==> src/rtl/block_checker_stack.sv <==
// Streaming begin/end (optionally fork/join) nesting checker with a depth-limited kind stack.
// Define FORK_JOIN_EN to recognise fork/join and track block kinds per nesting level.
module block_checker_stack #(
    parameter int unsigned DEPTH = 8,
    localparam int unsigned DW = $clog2(DEPTH + 1)
) (
    input  logic          clk,
    input  logic          reset,
    input  logic [7:0]    in,
    input  logic          in_valid,
    output logic          result,
    output logic [DW-1:0] depth,
    output logic          error,
    output logic [1:0]    err_code
);

    typedef enum logic [4:0] {
        SEP,
        B1, B2, B3, B4, B5,
        E1, E2, E3,
`ifdef FORK_JOIN_EN
        F1, F2, F3, F4,
        J1, J2, J3, J4,
`endif
        OTHER
    } state_t;

    typedef enum logic [1:0] {
        ERR_NONE  = 2'd0,
        ERR_UNDER = 2'd1,
        ERR_OVER  = 2'd2,
        ERR_KIND  = 2'd3
    } err_t;

    state_t        state_q, state_d;
    err_t          err_q, err_d;
    logic [DW-1:0] depth_q, depth_d;
    logic          result_q, result_d;
    logic          error_q, error_d;
    logic [7:0]    ch;
    logic          is_space;
    logic          open_blk, close_blk;
`ifdef FORK_JOIN_EN
    logic [DEPTH-1:0] kind_q, kind_d;
    logic             top_kind;
`endif

    always_comb begin
        ch       = (in >= 8'h41 && in <= 8'h5A) ? (in | 8'h20) : in;
        is_space = in_valid && (in == 8'h20);
        state_d  = state_q;
        if (in_valid) begin
            if (in == 8'h20) begin
                state_d = SEP;
            end else begin
                case (state_q)
                    SEP: begin
                        case (ch)
                            8'h62:   state_d = B1;
                            8'h65:   state_d = E1;
`ifdef FORK_JOIN_EN
                            8'h66:   state_d = F1;
                            8'h6A:   state_d = J1;
`endif
                            default: state_d = OTHER;
                        endcase
                    end
                    B1: state_d = (ch == 8'h65) ? B2 : OTHER;
                    B2: state_d = (ch == 8'h67) ? B3 : OTHER;
                    B3: state_d = (ch == 8'h69) ? B4 : OTHER;
                    B4: state_d = (ch == 8'h6E) ? B5 : OTHER;
                    E1: state_d = (ch == 8'h6E) ? E2 : OTHER;
                    E2: state_d = (ch == 8'h64) ? E3 : OTHER;
`ifdef FORK_JOIN_EN
                    F1: state_d = (ch == 8'h6F) ? F2 : OTHER;
                    F2: state_d = (ch == 8'h72) ? F3 : OTHER;
                    F3: state_d = (ch == 8'h6B) ? F4 : OTHER;
                    J1: state_d = (ch == 8'h6F) ? J2 : OTHER;
                    J2: state_d = (ch == 8'h69) ? J3 : OTHER;
                    J3: state_d = (ch == 8'h6E) ? J4 : OTHER;
`endif
                    // complete keywords followed by more letters become plain words
                    default: state_d = OTHER;
                endcase
            end
        end
    end

    always_comb begin
        depth_d = depth_q;
        err_d   = err_q;
`ifdef FORK_JOIN_EN
        kind_d    = kind_q;
        open_blk  = (state_q == B5) || (state_q == F4);
        close_blk = (state_q == E3) || (state_q == J4);
        top_kind  = 1'b0;
        for (int unsigned i = 0; i < DEPTH; i++) begin
            if (DW'(i + 1) == depth_q) top_kind = kind_q[i];
        end
`else
        open_blk  = (state_q == B5);
        close_blk = (state_q == E3);
`endif
        if (is_space && !error_q) begin
            if (open_blk) begin
                if (depth_q == DW'(DEPTH)) begin
                    err_d = ERR_OVER;
                end else begin
`ifdef FORK_JOIN_EN
                    for (int unsigned i = 0; i < DEPTH; i++) begin
                        if (DW'(i) == depth_q) kind_d[i] = (state_q == F4);
                    end
`endif
                    depth_d = depth_q + 1'b1;
                end
            end else if (close_blk) begin
                if (depth_q == '0) begin
                    err_d = ERR_UNDER;
`ifdef FORK_JOIN_EN
                end else if (top_kind != (state_q == J4)) begin
                    err_d = ERR_KIND;
`endif
                end else begin
                    depth_d = depth_q - 1'b1;
                end
            end
        end
        error_d  = (err_d != ERR_NONE);
        result_d = !error_d && (depth_d == '0);
    end

    always_ff @(posedge clk or negedge reset) begin
        if (!reset) begin
            state_q  <= SEP;
            depth_q  <= '0;
            err_q    <= ERR_NONE;
            error_q  <= 1'b0;
            result_q <= 1'b1;
`ifdef FORK_JOIN_EN
            kind_q   <= '0;
`endif
        end else begin
            state_q  <= state_d;
            depth_q  <= depth_d;
            err_q    <= err_d;
            error_q  <= error_d;
            result_q <= result_d;
`ifdef FORK_JOIN_EN
            kind_q   <= kind_d;
`endif
        end
    end

    assign result   = result_q;
    assign depth    = depth_q;
    assign error    = error_q;
    assign err_code = err_q;

endmodule
==> config.mk <==
export PLATFORM = sky130hd
export DESIGN_NAME = block_checker_stack
export DESIGN_NICKNAME = d
export VERILOG_FILES = /design/src/rtl/block_checker_stack.sv
export SDC_FILE = /design/constraint.sdc
export NUM_CORES = 1
export LEC_CHECK = 0
export ABC_AREA = 1
export CORE_ASPECT_RATIO = 1.5
export CORE_UTILIZATION = 52
export CTS_CLUSTER_DIAMETER = 150
export DETAILED_ROUTE_END_ITERATION = 8
export PLACE_DENSITY_LB_ADDON = 0.08
export SLEW_MARGIN = 30
export SYNTH_ARGS = -nofsm -noshare
export SYNTH_HDL_FRONTEND = slang
export SYNTH_SLANG_ARGS = --single-unit
==> constraint.sdc <==
create_clock -name clk -period 1.6 [get_ports clk]
set_input_delay 0.32 -clock clk [delete_from_list [all_inputs] [get_ports clk]]
set_output_delay 0.32 -clock clk [all_outputs]
set_load 0.03 [all_outputs]
==> reports/qor.csv <==
stage,metric,value,unit
synthesis,synth_nets,191,
cells_and_area,diodes,0,
synthesis,ys_seq_elements,12,
clocking,cts.sink_count,12,
clocking,h-tree-depth,1,
route,post_drt_wl_per_cell,13.7,microns
cells_and_area,final_common_cell,nand2_1,
grt,grt-busiest-layer,met2,
route,drc_errors,0,
worst_setup_path,reg2reg_slack,0.06,ns
clocking,clockRootBuffer,clkbuf_4,
worst_setup_path,path_common_cell,nand2_1,
sta,hold_viol,0,
placement,dp.final_hpwl,2490,microns
placement,gp_congestion,0.871,
power_and_ir_drop,p_leak,0.877,nW
sta,maxSlewViolCount,0,
sta,finalCritPeriodShare,0.980,
grt,grt_overflow,0,
synthesis,synth_cell_types,22,
sta,finalSetupTns,0,ns
grt,grt.total_usage,0.307,
sta,max_freq,0.638,GHz
synthesis,synth_warnings,0,
grt,grt_max_degree,13,
worst_setup_path,arrival,1.79,ns
sta,setup_viol,0,
synthesis,yosys-mux-area-fraction,0,
route,num_vias,1374,
die,die_area,2320,sq um
synthesis,synth-xor-area-share,0.00790,
synthesis,syn-cell-area,1110,sq um
route,ant_nets,0,
synthesis,yosysSeqAreaShare,0.272,
cells_and_area,post-route-util,0.802,
synthesis,synth_cells,178,
grt,met1_usage,0.263,
sta,rsz0062_at_grt,true,
cells_and_area,drive_gt1_frac,0.335,
die,row_count,20,
worst_setup_path,cp.required,1.83,ns
clocking,cts.clk_slew.worst_paths,0.08,ns
grt,grt_pass1_vias,1353,
worst_setup_path,crit_type,in -> reg,
clocking,cts_tree,built,
cells_and_area,seq_area,304,sq um
run_status,status,finished clean,
worst_setup_path,slowest_delay,0.48,ns
die,core,2030,sq um
grt,grt_antenna_before_repair,0,
die,die_width,39.7,microns
placement,port_buffers,18,
worst_setup_path,reg2reg_depth,10,
sta,min_period,1.57,ns
worst_setup_path,cp-start-kind,input pin,
power_and_ir_drop,finalPower,0.943,mW
worst_hold_path,hp-class,in -> async,
synthesis,yosys.area_share.simple,0.546,
route,firstDrtPassIters,7,
sta,worst_pin_slew,0.544,ns
cells_and_area,nets,238,
clocking,cts_buffers,3,
route,vias_per_cell,5.59,
worst_setup_path,end_kind,register,
synthesis,synth-compound-area-share,0.0485,
cells_and_area,layout_common_cells,"nand2_1 (45), buf_4 (23), nor2_1 (21), inv_1 (17), nand2_2 (12)",
sta,max_slew_margin,0.637,
route,drt_iter0_drc,57,
synthesis,synth.avg_cell_area,6.23,sq um
grt,use_met2,0.609,
job,maxCapViolCount,0,
cells_and_area,fill_cells,155,
worst_setup_path,crit_path_top_delay_cell,clkdlybuf4s50_1,
power_and_ir_drop,ir_worst_vdd,0.631,mV
worst_setup_path,cp_cell_sequence,clkdlybuf4s50_1 -> nand2_1 -> nor2_4 -> nand2_4 -> nor3_1 -> buf_4 -> nand3_1 -> nand2_1 -> nand2_1 -> nor2_1,
worst_setup_path,reg2reg_from,state_q[3]$_DFFE_PN0P_,
sta,skew,0.00265,ns
worst_setup_path,path_max_fanout,2,
clocking,clock_path_buffers,2,
die,die_h,58.6,microns
cells_and_area,multi_input_area,781,sq um
die,pin_count,19,
worst_setup_path,r2r-end,result$_DFF_PN1_,
clocking,cts_hold_buf,0,
synthesis,synthAdderAreaFrac,0.0226,
power_and_ir_drop,power_density,580,nW/um^2
cells_and_area,syn2layout_area_growth,46.7,%
route,wl,3360,microns
clocking,clk_latency,0.29,ns
grt,use_met3,0.0151,
grt,grt_pass1_wl,5070,microns
die,start_util,0.547,
synthesis,synth_top_family_by_area,simple AND/OR/NAND/NOR gates,
==> report_power, final <==
group	switching [mW]	internal [mW]	leakage, nW
combinational	0.206	0.138	0.709
clock	0.117	0.139	0.0210
sequential	0.0231	0.320	0.147
total	0.346	0.596	0.877
==> flip-flops by register name, indices dropped and copies added (netlist names) <==
| register | cells |
|---|---|
| depth | 4 |
| err_code | 2 |
| error | 1 |
| result | 1 |
| state_q | 4 |
==> final cells by class <==
| type | count | share of cell area |
|---|---|---|
| sequential | 12 | 0.187 |
| tap | 22 | 0.0169 |
| clock buffer | 4 | 0.0223 |
| inverter | 27 | 0.0623 |
| timing repair buffer | 44 | 0.232 |
| multi-input combinational | 137 | 0.480 |
==> metrics by stage <==
| step | hold slack (ns) | area [sq um] | setup WS (ns) | instances |
|---|---|---|---|---|
| after detailed placement | 0.512 | 1460 | -0.341 | 237 |
| after global routing | 0.435 | 1630 | -0.0726 | 246 |
| after floorplan | 0.0244 | 1110 | 0.0375 | 178 |
| final | 0.379 | 1630 | 0.0322 | 246 |
| after CTS | 0.396 | 1520 | 0.00240 | 242 |
| after global placement | 0.504 | 1460 | -0.295 | 237 |
==> worst max path at each step <==
stage / to / start / slack (ns) / cells after the start
after global routing: result$_DFF_PN1_ / state_q[3]$_DFFE_PN0P_ / -0.07 / 11
final: result$_DFF_PN1_ / in[5] / 0.03 / 10
after floorplan: result$_DFF_PN1_ / depth[0]$_DFF_PN0_ / 0.04 / 12
after global placement: state_q[3]$_DFFE_PN0P_ / in[3] / -0.29 / 12
after CTS: state_q[3]$_DFFE_PN0P_ / in[2] / 0.002 / 10
after detailed placement: result$_DFF_PN1_ / in[3] / -0.34 / 11
==> cells in the mapped netlist <==
| master | n | area, sq um |
|---|---|---|
| nand3_1 | 17 | 85.1 |
| inv_2 | 5 | 18.8 |
| ha_1 | 2 | 25.0 |
| buf_2 | 1 | 5.00 |
| nand2_1 | 48 | 180 |
| xor2_1 | 1 | 8.76 |
| buf_4 | 1 | 7.51 |
| nor2_1 | 23 | 86.3 |
| nor3_1 | 9 | 45.0 |
| dfstp_2 | 1 | 26.3 |
| dfrtp_1 | 11 | 275 |
| nand4_1 | 10 | 62.6 |
| a21oi_1 | 4 | 20.0 |
| nand2_2 | 9 | 56.3 |
| nor2_4 | 4 | 45.0 |
| nand2_4 | 1 | 11.3 |
| nand3b_1 | 1 | 7.51 |
| nor2_8 | 1 | 20.0 |
| o21ai_2 | 1 | 8.76 |
| o21ai_0 | 5 | 25.0 |
| nor2_2 | 1 | 6.26 |
| inv_1 | 22 | 82.6 |
==> routing by layer <==
metal	part of all wire	up-vias	routed length, microns
li1	-	665	-
met1	0.35	641	1160
met2	0.57	53	1910
met3	0.033	15	110
met4	0.052	0	176
met5	0	-	0
==> cell families after synthesis <==
group | after synthesis
and+or+nand+nor | 124
AOI/OAI and AO/OA | 10
xor gates and xnor gates | 1
buffers and inverters | 29
DFF | 12
adders and majority gates | 2
==> timing repair <==
item | in CTS | in global routing
endpoints found under the setup margin | 11 | 6
gates cloned | 0 | 1
pin swaps | 5 | 8
resized for setup | 17 | 25
buffers inserted | 1 | 3
==> critical path, delay by kind of cell <==
kind	cells	cell delay, ns
AND/OR/NAND/NOR	8	0.86
buffers and inverters	2	0.63
No activity file was read; power rests on OpenSTA's default activity.
